### src/rtl/nexusv_pkg.sv
// Shared register offsets, FSM state type and decode helper for the nexusv CLINT.
package nexusv_pkg;

    localparam logic [15:0] CLINT_MSIP_OFF        = 16'h0000;
    localparam logic [15:0] CLINT_MTIMECMP_LO_OFF = 16'h4000;
    localparam logic [15:0] CLINT_MTIMECMP_HI_OFF = 16'h4004;
    localparam logic [15:0] CLINT_MTIME_LO_OFF    = 16'hBFF8;
    localparam logic [15:0] CLINT_MTIME_HI_OFF    = 16'hBFFC;

    typedef enum logic [0:0] {
        StIdle,
        StAck
    } clint_state_e;

    // Byte offset of the addressed word; the byte-lane bits are dropped.
    function automatic logic [15:0] clint_word_off(input logic [13:0] word_idx);
        return {word_idx, 2'b00};
    endfunction

endpackage

### src/rtl/nexusv_clint_timebase.sv
// Prescaler plus 64-bit mtime counter with independent full-word write ports per half.
module nexusv_clint_timebase #(
    parameter int unsigned TICK_DIV = 1
) (
    input  logic        clk,
    input  logic        rst,
    input  logic        lo_we_i,
    input  logic        hi_we_i,
    input  logic [31:0] wdata_i,
    output logic [63:0] mtime_o
);

    localparam int unsigned PreW = (TICK_DIV > 1) ? $clog2(TICK_DIV) : 1;

    logic [PreW-1:0] prescale_q, prescale_d;
    logic [63:0]     mtime_q, mtime_d;
    logic            tick;

    assign tick = (prescale_q == PreW'(TICK_DIV - 1));

    always_comb begin
        prescale_d = tick ? '0 : prescale_q + PreW'(1);
    end

    // A software write replaces its half and freezes the other half for that edge,
    // so a coincident tick never carries into or out of the written word.
    always_comb begin
        mtime_d = mtime_q;
        if (lo_we_i || hi_we_i) begin
            if (lo_we_i) begin
                mtime_d[31:0] = wdata_i;
            end
            if (hi_we_i) begin
                mtime_d[63:32] = wdata_i;
            end
        end else if (tick) begin
            mtime_d = mtime_q + 64'd1;
        end
    end

    always_ff @(posedge clk or posedge rst) begin
        if (rst) begin
            prescale_q <= '0;
            mtime_q    <= '0;
        end else begin
            prescale_q <= prescale_d;
            mtime_q    <= mtime_d;
        end
    end

    assign mtime_o = mtime_q;

endmodule

### src/rtl/nexusv_clint.sv
// Core-local interruptor: msip, mtimecmp and mtime behind a two-state acknowledge FSM.
// Optional tear-free mtime read via shadow register: NEXUSV_CLINT_MTIME_SNAPSHOT_EN.
module nexusv_clint
    import nexusv_pkg::*;
#(
    parameter logic [31:0] BASE_ADDR = 32'h0200_0000,
    parameter int unsigned TICK_DIV  = 1
) (
    input  logic        clk,
    input  logic        rst,
    input  logic [31:0] bus_addr,
    input  logic [31:0] bus_wdata,
    input  logic        bus_write,
    input  logic        bus_valid,
    output logic [31:0] bus_rdata,
    output logic        bus_ready,
    output logic        mtip,
    output logic        msip
);

    clint_state_e state_q, state_d;
    logic [31:0]  rdata_q, rdata_d;
    logic [63:0]  mtimecmp_q, mtimecmp_d;
    logic         msip_q, msip_d;
    logic         mtip_q;

    logic [63:0]  mtime;
    logic [31:0]  mtime_hi_rd;
    logic [15:0]  off;
    logic [31:0]  rd_data;
    logic         hit, accept, wr_en, rd_en;
    logic         mt_lo_we, mt_hi_we;
    logic         unused_addr;

    assign unused_addr = ^bus_addr[1:0];
    assign off         = clint_word_off(bus_addr[15:2]);
    assign hit         = bus_valid && (bus_addr[31:16] == BASE_ADDR[31:16]);
    assign accept      = (state_q == StIdle) && hit;
    assign wr_en       = accept && bus_write;
    assign rd_en       = accept && !bus_write;
    assign mt_lo_we    = wr_en && (off == CLINT_MTIME_LO_OFF);
    assign mt_hi_we    = wr_en && (off == CLINT_MTIME_HI_OFF);

    nexusv_clint_timebase #(
        .TICK_DIV(TICK_DIV)
    ) u_timebase (
        .clk    (clk),
        .rst    (rst),
        .lo_we_i(mt_lo_we),
        .hi_we_i(mt_hi_we),
        .wdata_i(bus_wdata),
        .mtime_o(mtime)
    );

`ifdef NEXUSV_CLINT_MTIME_SNAPSHOT_EN
    logic [31:0] shadow_q, shadow_d;

    // Reading the low word freezes the high word so a following high read cannot tear.
    always_comb begin
        shadow_d = shadow_q;
        if (rd_en && (off == CLINT_MTIME_LO_OFF)) begin
            shadow_d = mtime[63:32];
        end
    end

    always_ff @(posedge clk or posedge rst) begin
        if (rst) begin
            shadow_q <= '0;
        end else begin
            shadow_q <= shadow_d;
        end
    end

    assign mtime_hi_rd = shadow_q;
`else
    assign mtime_hi_rd = mtime[63:32];
`endif

    always_comb begin
        rd_data = '0;
        case (off)
            CLINT_MSIP_OFF:        rd_data = {31'b0, msip_q};
            CLINT_MTIMECMP_LO_OFF: rd_data = mtimecmp_q[31:0];
            CLINT_MTIMECMP_HI_OFF: rd_data = mtimecmp_q[63:32];
            CLINT_MTIME_LO_OFF:    rd_data = mtime[31:0];
            CLINT_MTIME_HI_OFF:    rd_data = mtime_hi_rd;
            default:               rd_data = '0;
        endcase
    end

    always_comb begin
        msip_d     = msip_q;
        mtimecmp_d = mtimecmp_q;
        if (wr_en) begin
            case (off)
                CLINT_MSIP_OFF:        msip_d             = bus_wdata[0];
                CLINT_MTIMECMP_LO_OFF: mtimecmp_d[31:0]  = bus_wdata;
                CLINT_MTIMECMP_HI_OFF: mtimecmp_d[63:32] = bus_wdata;
                default:               ;
            endcase
        end
    end

    always_comb begin
        state_d = state_q;
        rdata_d = '0;
        case (state_q)
            StIdle: begin
                if (hit) begin
                    state_d = StAck;
                    if (!bus_write) begin
                        rdata_d = rd_data;
                    end
                end
            end
            StAck:   state_d = StIdle;
            default: state_d = StIdle;
        endcase
    end

    always_ff @(posedge clk or posedge rst) begin
        if (rst) begin
            state_q    <= StIdle;
            rdata_q    <= '0;
            mtimecmp_q <= '1;
            msip_q     <= 1'b0;
            mtip_q     <= 1'b0;
        end else begin
            state_q    <= state_d;
            rdata_q    <= rdata_d;
            mtimecmp_q <= mtimecmp_d;
            msip_q     <= msip_d;
            mtip_q     <= (mtime >= mtimecmp_q);
        end
    end

    assign bus_ready = (state_q == StAck);
    assign bus_rdata = rdata_q;
    assign mtip      = mtip_q;
    assign msip      = msip_q;

endmodule

### config.mk
export PLATFORM = sky130hd
export DESIGN_NAME = nexusv_clint
export DESIGN_NICKNAME = d
export VERILOG_FILES = /design/src/rtl/nexusv_pkg.sv /design/src/rtl/nexusv_clint_timebase.sv /design/src/rtl/nexusv_clint.sv
export SDC_FILE = /design/constraint.sdc
export NUM_CORES = 1
export LEC_CHECK = 0
export BUFFER_PORTS_ARGS = -buffer_cell sky130_fd_sc_hd__buf_2
export CAP_MARGIN = 15
export CORE_MARGIN = 5
export CORE_UTILIZATION = 30
export DETAILED_ROUTE_END_ITERATION = 7
export GPL_ROUTABILITY_DRIVEN = 1
export PLACE_DENSITY = 0.52
export SYNTH_ARGS = -nofsm -noshare
export SYNTH_HDL_FRONTEND = slang
export SYNTH_SLANG_ARGS = --single-unit
### constraint.sdc
create_clock -name clk -period 9.61 [get_ports clk]
set_input_delay 1.4415 -clock clk [delete_from_list [all_inputs] [get_ports clk]]
set_output_delay 1.4415 -clock clk [all_outputs]
set_load 0.1 [all_outputs]
# Yosys cells after proc, flatten, opt, wreduce, memory -nomap -nowiden
# Index checks and enable logic that the tools add are counted.
[totals] out_inout_bits=35 reg_bits=164 in_bits=68
[classes] n_addsub=2 magnitude_cmp=1 bitwise_logic=1 n_eq_ne=8 muxes=11 reduce_logical=12
[ops] operator="32-bit two-way mux" count=5
[ops] operator="32-bit case mux with 5 select lines" count=1
[ops] operator="64-bit two-way mux" count=2
[ops] operator="64-bit by 1-bit adder with 64-bit output (second input constant)" count=1
[ops] operator="64-bit >= comparator" count=1
[ops] operator="14-bit by 13-bit equality test with 1-bit output (second input constant)" count=2
[ops] operator="14-bit equality test (second input constant)" count=2
[ops] operator="16-bit by 10-bit equality test with 1-bit output (second input constant)" count=1
[ops] operator="16-bit zero test" count=1
[ops] operator="2-bit AND reduction" count=5
[ops] operator="1-bit logical AND" count=5
[ops] operator="2-bit by 1-bit inequality test with 1-bit output (second input constant)" count=2
[ops] operator="1-bit two-way mux" count=2
[ops] operator="2-bit inequality test (second input constant)" count=1
[ops] operator="1-bit case mux with 2 select lines" count=1
[ops] operator="1-bit adder (second input constant)" count=1
[ops] operator="1-bit logical OR" count=1
[ops] operator="1-bit NOT" count=1

# Longest topological paths before layout
[depth] word_depth=8 mapped_depth=9

# Modules after synthesis
# A second synthesis with hierarchy kept.
[unflattened] cells_unflattened=997 area_unflattened_um2=9893.2
[by_module_without_submodules] module="nexusv_clint" instances=1 cells_each=542 area_each_um2=5970.7
[by_module_without_submodules] module="nexusv_clint_timebase" instances=1 cells_each=455 area_each_um2=3922.5

# Worst setup path before layout
# No wires, ideal clock.
[synth_timing] kind="input to register" from="input bus_addr[7]" to="register u_timebase.mtime_q[9] (netlist: u_timebase.mtime_o[9])" arrival_time_ns=3.215 setup_ns=0.118 path_slack_ns=6.277 cell_stages=8 required_ns=9.492 cell_sequence="nand4_1 or4_4 or4_1 buf_6 buf_6 a31oi_1 a31oi_1 a21o_1"
[synth_between] elab_chain_cells=5
[synth_lines] item="from (decl)" line_no="nexusv_clint.sv:11" text="input logic [31:0] bus_addr,"
[synth_lines] item="14-bit equality test, on equally long branches" line_no="nexusv_clint.sv:41, nexusv_clint.sv:42"
[synth_lines] item="1-bit logical AND, on equally long branches" line_no="nexusv_clint.sv:41, nexusv_clint.sv:42"
[synth_lines] item="1-bit logical OR" line_no="nexusv_clint_timebase.sv:29" text="if (lo_we_i || hi_we_i) begin"
[synth_lines] item="2-bit by 1-bit inequality test with 1-bit output (no source line) / 2-bit inequality test (equally long branches)"
[synth_lines] item="2-bit AND reduction (no source line)"
[synth_lines] item="to (signal assigned)" line_no="nexusv_clint_timebase.sv:47" text="mtime_q <= mtime_d;"
[synth_lines] item="to (decl)" line_no="nexusv_clint_timebase.sv:16" text="logic [63:0] mtime_q, mtime_d;"
# Several ways; a longest one is shown, not always the timed one.
# A chain may end at the register's enable or synchronous reset.

# Worst setup path in the final report
[layout_timing] from="input bus_addr[14]" to="register u_timebase.mtime_q[50] (netlist: u_timebase.mtime_o[50])"
# Same word-level chain as after synthesis.

==> metrics.md <==
| Metric | Value |
|---|---|
| Status | completed |
| M2 GR Usage | about a quarter |
| Total length of routed wires | between 30000 and 40000 µm |
| Total of fill cells in the finished design | roughly 3.5k |
| Wire length of the first global-routing pass | 49900 µm |
| Sum of internal, switching and leakage power | 1.45 mW |
| Starting density of the core | 30.3% |
| Cell count after synthesis | between 1k and 1.5k |
| Hold violation total from the final report | 0 |
| Final Cycle Share | around 44% |
| Type of the most critical hold path | flip-flop to flip-flop |
| Post-place instance area | about 0.011 mm² |
| Ant diodes | 0 |
| Slew Limit Headroom | 23.3% |
| Clock insertion delay at the later pin of the skew report | roughly 0.44 ns |
| Core occupancy in the finished layout | between 30% and 40% |
| Worst setup SP type | primary input |
| Placement Rows | 67 |
| Detailed-route vias per instance | 5.32 |
| Clock Sinks | about 160 |
| Multi-input combinational cell area | approximately 0.0055 mm² |
| Mapped cell area | 0.0101 mm² |
| Highest clock rate | 234 MHz |
| Crit path capture type | flip-flop |
| Vias in the first global route | ~8.5k |
| Worst Tran Pin Value | ~1.1 ns |
| Count of hold-fix buffers inserted at cts | 0 |
| Remaining antenna violation count after routing | 0 |
| Worst vdd ir | between 0.0001 and 0.00015 V |
| CP max FO | 44 |
| Category of the critical setup timing path | primary input to flip-flop |
| Floorplan die width | 194 µm |
| Number of buffers between clock root and the deepest sink | 2 |
| Arrival time at the worst endpoint | around 4.6 ns |
| Setup repair after global routing missed its margin | no |
| Final Instance Area | approximately 0.012 mm² |
| Clock buffer count from CTS | 17 |
| Final setup fails | 0 |
| Count of synthesis-stage warnings from yosys | 0 |
| GR Util All Layers | 16.3% |
| H-tree levels | 4 |
| TritonCTS clock tree | built |
| Share of synthesized flip-flops with an asynchronous set or reset | between 90% and 100% |
| Synth cell types | slightly below 70 |
| Pin count of the biggest net entering global routing | 90 |
| Number of maximum-capacitance constraint violations | 0 |
| Post-Route Skew | 0.0158 ns |
| Fin crit period | 4.27 ns |
| Static Leakage | 5.16 nW |
| Floorplan die height | between 150 and 200 µm |
| Flip-flop and latch count after synthesis | between 150 and 200 |
| Power per Cell Area | approximately 120 mW/mm² |
| Core region area | around 0.033 mm² |
| Most heavily used metal layer in global routing | met2 |
| DRC violation count after routing | 0 |
| Die Area | between 0.03 and 0.04 mm² |
| Data required time at the worst endpoint | a little under 10 ns |
| Clock Tree Root | clkbuf_16 |
| Worst hold slack | approximately 0.52 ns |
| Post-cts repair resize count | 0 |
| Total I/O pin count | roughly 100 |
| Drt pass-1 iters | 5 |
| Detail Placement HPWL | between 20000 and 25000 µm |
| Detailed-route wire length per cell | just under 20 µm |
| Count of buffers added by post-CTS timing repair for setup | 0 |
| Fraction of layout cells with a size suffix above 1 | 21.9% |
| Net count reported at finish | around 1.3k |
| Gp weighted congestion | about 0.8 |
| Area Overhead vs Synth | 14.7% |
| Count of input and output buffers | 100 |
| Number of synthesized flops with an enable pin | 0 |
| Fraction of met3 tracks used by global routing | roughly 2.3% |
| Starting DRC count in detailed routing | 580 |
| Syn nets | 1217 |
| Sequential cell area | 0.00416 mm² |
| Met1 track utilization from global routing | 24.1% |
| Final global-route overflow total | 0 |
| Number of pins with negative max-slew slack in the final report | 0 |
| Total Negative Setup Slacks | 0 ns |
| Clock transition at the registers of the reported paths | about 0.070 ns |
| Sequential area share after synthesis | 41.1% |
| Total number of vias | 8605 |
| Synth Flop Type | dfrtp_1 |
| Mean area per synthesized cell | about 9.3 µm² |
| Number of antenna violations at the first check in global routing | 0 |
report_power, final:
part	total (mW)	internal [mW]	switching, mW	leakage, nW
Combinational	0.0634	0.0213	0.0420	3.01
Clock	0.701	0.387	0.314	0.286
Sequential	0.687	0.687	0.00000240	1.86
Total	1.45	1.10	0.356	5.16
state kept, by name, summed over array words and instances, names as in the netlist:
| signal | count |
|---|---|
| bus_rdata | 32 |
| bus_ready | 1 |
| msip | 1 |
| mtimecmp_q | 64 |
| mtip | 1 |
| u_timebase.mtime_o | 64 |
area by class of cell:
cell class,count,area share (%)
Clock buffer,17,3.66
Clock inverter,15,1.34
Inverter,75,2.47
Multi-Input combinational cell,790,47.0
Sequential cell,163,35.8
Tap cell,448,4.82
Timing Repair Buffer,109,4.91
worst paths after layout:
kind                                                    from  slack (ns)  depth (start not counted)                                 end
max                                             bus_addr[14]        5.34                          7  u_timebase.mtime_o[50]$_DFFE_PP0P_
min                               mtimecmp_q[15]$_DFFE_PP1P_        0.52                          2          mtimecmp_q[15]$_DFFE_PP1P_
max in group asynchronous                                rst        6.91                          3  u_timebase.mtime_o[23]$_DFFE_PP0P_
max reg2reg                u_timebase.mtime_o[8]$_DFFE_PP0P_        6.33                          6  u_timebase.mtime_o[43]$_DFFE_PP0P_
min reg2reg                       mtimecmp_q[15]$_DFFE_PP1P_        0.52                          2          mtimecmp_q[15]$_DFFE_PP1P_
min in group asynchronous                                rst        1.16                          2              bus_rdata[8]$_DFF_PP0_
synth_stat cells (5+ instances only):
cell type | instances | share of area (%)
a211o_1 | 5 | 0.43
a211oi_1 | 15 | 1.1
a21o_1 | 8 | 0.59
a21oi_1 | 49 | 2.4
a22oi_1 | 7 | 0.52
a311oi_1 | 7 | 0.61
a31oi_1 | 5 | 0.31
and2_1 | 38 | 2.3
and3_1 | 12 | 0.74
and4_1 | 14 | 1.2
buf_1 | 5 | 0.19
buf_2 | 14 | 0.69
clkbuf_1 | 33 | 1.2
dfrtp_1 | 99 | 24
dfstp_2 | 64 | 17
ha_1 | 65 | 8.0
inv_1 | 74 | 2.7
mux2_2 | 33 | 3.7
mux2i_1 | 63 | 6.2
nand2_1 | 107 | 4.0
nand3_1 | 32 | 1.6
nand4_1 | 32 | 2.0
nor2_1 | 57 | 2.1
nor3_1 | 26 | 1.3
nor4_1 | 16 | 0.99
o211ai_1 | 9 | 0.67
o21ai_0 | 73 | 3.6
o22ai_1 | 40 | 2.5
or4_1 | 5 | 0.37
xnor2_1 | 9 | 0.78
kinds of logic (layout without fill, tap and decap cells):
logic type / count (synthesis) / count (layout) / synth area share (%)
buf+inv: 131 / 216 / 5.29
simple gates: 363 / 363 / 18.8
compound gates: 255 / 255 / 16.0
fa+ha+maj: 65 / 65 / 8.03
xor+xnor: 11 / 11 / 0.951
flops: 163 / 163 / 41.1
mux: 96 / 96 / 9.89
worst max-delay path, cell delays in order:
cell and delay (ns):
buf_2 0.14, nand3b_1 0.15, or4_4 0.71, nor4_4 0.33, buf_4 0.46, nand2_1 0.81, o211a_1 0.51
metal layers:
| metal | vias up | wire length, µm |
|---|---|---|
| li1 | 4111 | - |
| met1 | 4249 | 15300 |
| met2 | 219 | 14200 |
| met3 | 26 | 1320 |
| met4 | 0 | 366 |
| met5 | - | 0 |
per-stage QoR:
stage	setup slack, ns	cells
finish	5.34	1617
detailed placement	4.91	1585
global placement	4.91	1585
CTS	5.37	1617
floorplan	3.87	1084
global route	5.15	1617
placed cells by master, fill, tap and decap left out, types with 3 or more instances in the layout:
master     netlist  final
dfrtp_1         99     99
nand4_1         32     32
nand2_1        107    107
clkinv_2         0      5
and3_1          12     11
ha_1            65     65
o21a_1           3      3
nand3_1         32     31
a211oi_1        15     15
a21boi_0         3      3
or3_1            4      4
nor4_1          16     16
clkbuf_16        0     17
nor2_1          57     57
and4_1          14     14
nor3_1          26     25
xnor2_1          9      9
dfstp_2         64     64
o311ai_0         3      3
o22ai_1         40     40
mux2_2          33     33
buf_2           14     99
a211o_1          5      5
a21o_1           8      8
nor4b_1          4      4
a22oi_1          7      7
or4_1            5      5
o211ai_1         9      9
mux2i_1         63     63
buf_4            1     10
o32ai_1          4      4
and2_1          38     38
a311oi_1         7      7
inv_1           74     73
o21ai_0         73     73
a21oi_1         49     49
a31oi_1          5      5
inv_6            0      6
Note: power is estimated with default switching activity, not from simulation.
